<file path="config.mk">
export PLATFORM = sky130hd
export DESIGN_NAME = sig_gen_sweep
export DESIGN_NICKNAME = d
export VERILOG_FILES = /design/src/rtl/sig_gen_pkg.sv /design/src/rtl/sig_gen_phase_acc.sv /design/src/rtl/sig_gen_sweep.sv
export SDC_FILE = /design/constraint.sdc
export NUM_CORES = 1
export LEC_CHECK = 0
export CAP_MARGIN = 20
export CORE_ASPECT_RATIO = 1.4
export CORE_MARGIN = 2
export CORE_UTILIZATION = 60
export CTS_CLUSTER_SIZE = 28
export DETAILED_ROUTE_END_ITERATION = 8
export DONT_BUFFER_PORTS = 1
export PLACE_DENSITY = 0.75
export SYNTH_ARGS = -nofsm -noshare
export SYNTH_HDL_FRONTEND = slang
export SYNTH_SLANG_ARGS = --single-unit
</file>
<file path="constraint.sdc">
create_clock -name clk -period 8.6 [get_ports clk]
set_clock_uncertainty 0.2 [all_clocks]
set_input_delay 2.15 -clock clk [delete_from_list [all_inputs] [get_ports clk]]
set_output_delay 2.15 -clock clk [all_outputs]
set_load 0.05 [all_outputs]
</file>
<file path="src/rtl/sig_gen_pkg.sv">
// sig_gen_pkg: sweep FSM states, accumulator width, LFSR seed/taps and the clamped increment adder
package sig_gen_pkg;
  localparam int ACC_W_DEF = 32;
  localparam logic [15:0] LFSR_SEED = 16'hACE1;
  localparam logic [15:0] LFSR_TAPS = 16'hB400;
  typedef enum logic [1:0] {IDLE, RUN, ARMED, DRAIN} state_t;
  function automatic logic [ACC_W_DEF-1:0] sat_add(input logic [ACC_W_DEF-1:0] a, input logic [ACC_W_DEF-1:0] d);
    logic signed [ACC_W_DEF+1:0] s;
    s = $signed({2'b00, a}) + $signed({{2{d[ACC_W_DEF-1]}}, d});
    return s[ACC_W_DEF+1] ? '0 : s[ACC_W_DEF] ? '1 : s[ACC_W_DEF-1:0];
  endfunction
endpackage

</file>
<file path="src/rtl/sig_gen_phase_acc.sv">
// sig_gen_phase_acc: DDS accumulator (en/clr/incr/duty in; sig/sync/wrap out), LFSR dither when SIG_GEN_DITHER_EN
module sig_gen_phase_acc
  import sig_gen_pkg::*;
#(
  parameter int ACC_W = ACC_W_DEF
`ifdef SIG_GEN_DITHER_EN
  , parameter int DITHER_W = 12
`endif
)(
  input  logic             clk,
  input  logic             rst,
  input  logic             en_i,
  input  logic             clr_i,
  input  logic [ACC_W-1:0] incr_i,
  input  logic [7:0]       duty_i,
  output logic             sig_o,
  output logic             sync_o,
  output logic             wrap_o
);
  logic [ACC_W-1:0] acc_q, acc_d, ph;
  logic carry;
  assign {carry, acc_d} = {1'b0, acc_q} + {1'b0, incr_i};
  assign wrap_o = en_i & carry;
`ifdef SIG_GEN_DITHER_EN
  logic [15:0] lfsr_q;
  always_ff @(posedge clk) lfsr_q <= (rst || !en_i) ? LFSR_SEED : {lfsr_q[14:0], ^(lfsr_q & LFSR_TAPS)};
  assign ph = acc_q + ACC_W'(lfsr_q[DITHER_W-1:0]);
`else
  assign ph = acc_q;
`endif
  always_ff @(posedge clk)
    if (rst) begin
      acc_q  <= '0;
      sig_o  <= 1'b0;
      sync_o <= 1'b0;
    end else begin
      acc_q  <= clr_i ? '0 : en_i ? acc_d : acc_q;
      sync_o <= wrap_o;
      sig_o  <= en_i && !clr_i && (ph[ACC_W-1 -: 8] < duty_i);
    end
endmodule

</file>
<file path="src/rtl/sig_gen_sweep.sv">
// sig_gen_sweep: stepped-frequency square-wave DDS with wrap-aligned steps (start/stop/params in; sig/sync/busy/done/step_idx/incr_cur out), dither via SIG_GEN_DITHER_EN
module sig_gen_sweep
  import sig_gen_pkg::*;
#(
  parameter int ACC_W   = ACC_W_DEF,
  parameter int DWELL_W = 24,
  parameter int STEP_W  = 8
`ifdef SIG_GEN_DITHER_EN
  , parameter int DITHER_W = 12
`endif
)(
  input  logic               clk,
  input  logic               rst,
  input  logic               start,
  input  logic               stop,
  input  logic [ACC_W-1:0]   f_start,
  input  logic [ACC_W-1:0]   f_step,
  input  logic [STEP_W-1:0]  n_steps,
  input  logic [DWELL_W-1:0] dwell,
  input  logic [7:0]         duty,
  output logic               sig,
  output logic               sync,
  output logic               busy,
  output logic               done,
  output logic [STEP_W-1:0]  step_idx,
  output logic [ACC_W-1:0]   incr_cur
);
  state_t state_q, state_d;
  logic [ACC_W-1:0] incr_q, incr_d, pend_q, pend_d, f_step_q;
  logic [STEP_W-1:0] step_q, step_d, n_steps_q;
  logic [DWELL_W-1:0] cnt_q, cnt_d, dwell_q;
  logic [7:0] duty_q;
  logic done_q, wrap, adv;
  // a zero increment never wraps, so it must not hold up a step or the drain
  assign adv = wrap || incr_q == '0;
  always_comb begin
    state_d = state_q;
    incr_d  = incr_q;
    pend_d  = pend_q;
    step_d  = step_q;
    cnt_d   = cnt_q;
    case (state_q)
      IDLE: if (start) begin
        state_d = RUN;
        incr_d  = f_start;
        step_d  = '0;
        cnt_d   = dwell == '0 ? DWELL_W'(1) : dwell;
      end
      RUN: if (stop) state_d = DRAIN;
        else if (cnt_q != DWELL_W'(1)) cnt_d = cnt_q - DWELL_W'(1);
        else if (step_q == n_steps_q) state_d = DRAIN;
        else begin
          pend_d  = sat_add(incr_q, f_step_q);
          state_d = ARMED;
        end
      ARMED: if (stop) state_d = DRAIN;
        else if (adv) begin
          state_d = RUN;
          incr_d  = pend_q;
          step_d  = step_q + STEP_W'(1);
          cnt_d   = dwell_q;
        end
      default: if (adv) state_d = IDLE;
    endcase
  end
  always_ff @(posedge clk)
    if (rst) begin
      state_q <= IDLE;
      incr_q  <= '0;
      pend_q  <= '0;
      step_q  <= '0;
      cnt_q   <= '0;
      done_q  <= 1'b0;
    end else begin
      state_q <= state_d;
      incr_q  <= incr_d;
      pend_q  <= pend_d;
      step_q  <= step_d;
      cnt_q   <= cnt_d;
      done_q  <= state_q != IDLE && state_d == IDLE;
    end
  always_ff @(posedge clk)
    if (state_q == IDLE && start) begin
      f_step_q  <= f_step;
      n_steps_q <= n_steps;
      dwell_q   <= cnt_d;
      duty_q    <= duty;
    end
  sig_gen_phase_acc #(
    .ACC_W(ACC_W)
`ifdef SIG_GEN_DITHER_EN
    , .DITHER_W(DITHER_W)
`endif
  ) u_acc (
    .clk    (clk),
    .rst    (rst),
    .en_i   (state_q != IDLE),
    .clr_i  (state_d == IDLE),
    .incr_i (incr_q),
    .duty_i (duty_q),
    .sig_o  (sig),
    .sync_o (sync),
    .wrap_o (wrap)
  );
  assign busy     = state_q != IDLE;
  assign done     = done_q;
  assign step_idx = step_q;
  assign incr_cur = incr_q;
endmodule

</file>
==> impl_results.md <==
- Grt ovf: 0
- Yosys warns: 0
- Die area: 22,000 um2
- DIE HEIGHT: 175 um
- CTS Root Cell: clkbuf_16
- Total CTS buffers: 22
- IO buf count: 0
- Mapped Cells: 1,436
- Sequential share of the synthesized area: 0.385
- Measured slew at the worst slew-check pin: 0.987 ns
- First-pass GRT wire length: 55.5 mm
- Min Tclk post-route: 4.82 ns
- F_max: 0.208 GHz
- Status: finished clean
- Routability cong.: 0.955
- Layout cells sized above 1: 0.0566
- RSZ-0062 raised after global routing: no
- CTS tree: done
- R2r worst-path depth: 12
- GRT busiest layer: met2
- Final slew viol count: 0
- Post-Route WL: 35.8 mm
- Max Cap Viol: 0
- CTS Hold Bufs: 0
- Avg Inst Size Synth: 8.72 um2
- Antenna-violating nets left: 0
- Residual DRC count: 0
- Maximum VDD drop: 0.149 mV
- Hold Path Class: reg2reg
- Tcrit/Tclk final: 0.560
- H-tree levels: 1
- Met3 Track Usage GR: 0.0698
- Final Net Count: 1,583
- Ports: 152
- Worst-Skew Late Latency: 0.51 ns
- Place WS: 4.00 ns
- Rel. slew slack: 0.340
- Initial drt markers: 696
- Worst Setup Path Type: reg2out
- Die W: 126 um
- Cell Area, Synth: 12,500 um2
- Distinct cells, synth: 88
- Post-synthesis mux area share: 0.0241
- Per-cell routed wire length: 21.4 um
- LEAKAGE: 0.00524 uW
- Crit path max fanout: 46
- DP HPWL: 25.5 mm
- Number of synthesized flops with an enable pin: 72
- Synth-to-Final Area Change: 7.09%
- Xor and xnor area share after synthesis: 0.0558
- Via Count: 10,900
- CORE AREA: 20,500 um2
- Top FF cell, synth: dfxtp_1
- Largest family of logic cells by synthesized area: compound AO/OA/AOI/OAI gates
- Gr usage total: 0.315
- Hold_sp: pend_q[15]
- Hold Vio Cnt, Final: 0
- Syn_nets: 1,621
- Met1 usage in global routing: 0.376
- Seq cells post-synth: 205
- Setup violators final: 0
- Initial antenna violation count: 4
- Post-synthesis adder-cell area fraction: 0.0782
- Number of iterations in the first detailed-routing pass: 5
- Clock slew at reported path FFs: 0.06 ns
- Worst reg2reg setup slack: 4.11 ns
- Crit path DAT: 2.47 ns
- Worst hold endpoint: pend_q[15]
- Clock Path Buffers: 3
- Worst r2r src: incr_cur[0]
- Highest-count cells in the layout ignoring fill and taps: 193 x nand2_1, 135 x nor2_1, 133 x dfxtp_1
- Vias per Instance: 6.50
- Power per cell area: 216 nW/um2
- Resized cells post-CTS: 0
- Reg2reg end: incr_cur[15]
- Total Power: 2900 uW
- Setup crit end kind: output pin
- CTS Sinks: 205
- Post-synth ARST share: 0
- # rows: 62
- Vias in the first global route: 10,500
- Final WS setup: 3.78 ns
- Critical path startpoint category: flip-flop
- Setup bufs post-CTS: 0
- Setup TNS: 0 ns
- Most common cell after layout, fill and taps aside: nand2_1
- Min-Delay Path Depth: 2
- Complex-gate fraction of the synthesized area: 0.217
- Largest net degree at the start of global routing: 66
- Simple-gate share of the synthesized area: 0.204
- GR met2 Demand/Resource: 0.544
- Worst Path Required: 6.25 ns
- Starting Density: 0.611
==> synth_stat cells, types with 8 or more instances <==
library cell	number	area (um2)
nor2b_1	22	138
nor3_1	26	130
clkbuf_1	42	158
nand2_1	193	724
o21a_1	11	82.6
o211ai_1	17	128
xnor2_1	45	394
or3_1	8	50.1
nor2_1	137	514
mux2i_1	29	290
and2_1	22	138
o21ai_0	49	245
buf_1	8	30.0
nand2b_1	14	87.6
and3_1	15	93.8
inv_1	31	116
ha_1	75	938
a211oi_1	27	203
nand3_1	29	145
nand4_1	15	93.8
a21oi_1	116	581
edfxtp_1	72	2160
a311oi_1	35	307
a21o_1	29	218
buf_2	21	105
o21ai_1	25	125
xor2_1	31	272
dfxtp_1	133	2660
nor4_1	22	138
a31oi_1	15	93.8
==> final cells by class <==
type                    count  area, um2
diodes                      2       5.00
clock buffers              36        696
clock inverters             4       70.1
fillers                  1762       7080
inverters                  33        125
multi-input cells        1123       7270
flip-flops and latches    205       4820
well taps                 256        320
repair buffers             13       97.6
==> through the flow <==
stage	hold slack, ns	util	std cells	cell area (um2)
6_report	0.245	0.655	1672	13400
5_1_grt	0.267	0.654	1670	13400
4_1_cts	0.247	0.654	1670	13400
3_5_place_dp	0.239	0.617	1630	12600
3_3_place_gp	0.233	0.617	1630	12600
2_1_floorplan	0.225	-	1436	12500
==> routing by layer <==
metal / part of all wire / vias to the layer above
met4: 0.042 / 4
met1: 0.39 / 5167
met2: 0.49 / 400
met3: 0.075 / 101
li1: - / 5201
met5: 0.00078 / -
==> worst max-delay path, cell delays in order (launching register included) <==
cell and delay [ns]:
dfxtp_1 0.31, buf_4 0.38, nor2_4 0.07, buf_4 0.30
inv_2 0.32, buf_4 0.50
==> power breakdown <==
part           leakage, uW  switching, uW  internal (uW)  total (uW)
Sequential         0.00178            143           1090        1240
Combinational      0.00309            407            247         655
Clock             0.000376            395            611        1010
Total              0.00524            945           1950        2900
==> cells by family after synthesis <==
group / count (synthesis)
AO/OA/AOI/OAI: 402
multiplexers: 30
XOR/XNOR: 78
adder cells (fa/ha/maj): 77
AND/OR/NAND/NOR: 536
buffers and inverters: 108
flip-flops: 205
==> how the worst max path moves through the flow <==
stage / start / to / slack, ns / depth (start not counted)
after floorplan: start / dwell_q[19] / 2.70 / 10
after global placement: start / cnt_q[7] / 4.06 / 7
after detailed placement: start / cnt_q[7] / 4.00 / 7
after CTS: state_q[0] / busy / 3.82 / 5
after global routing: state_q[0] / busy / 3.68 / 5
final: state_q[0] / busy / 3.78 / 5
==> flip-flops by register name (all words and copies together) (netlist names) <==
name / cells
n_steps_q: 8
step_idx: 8
u_acc.sig_o: 1
pend_q: 32
f_step_q: 32
state_q: 2
done: 1
dwell_q: 24
u_acc.acc_q: 32
cnt_q: 24
incr_cur: 32
u_acc.sync_o: 1
duty_q: 8
No activity file was read; power rests on OpenSTA's default activity.
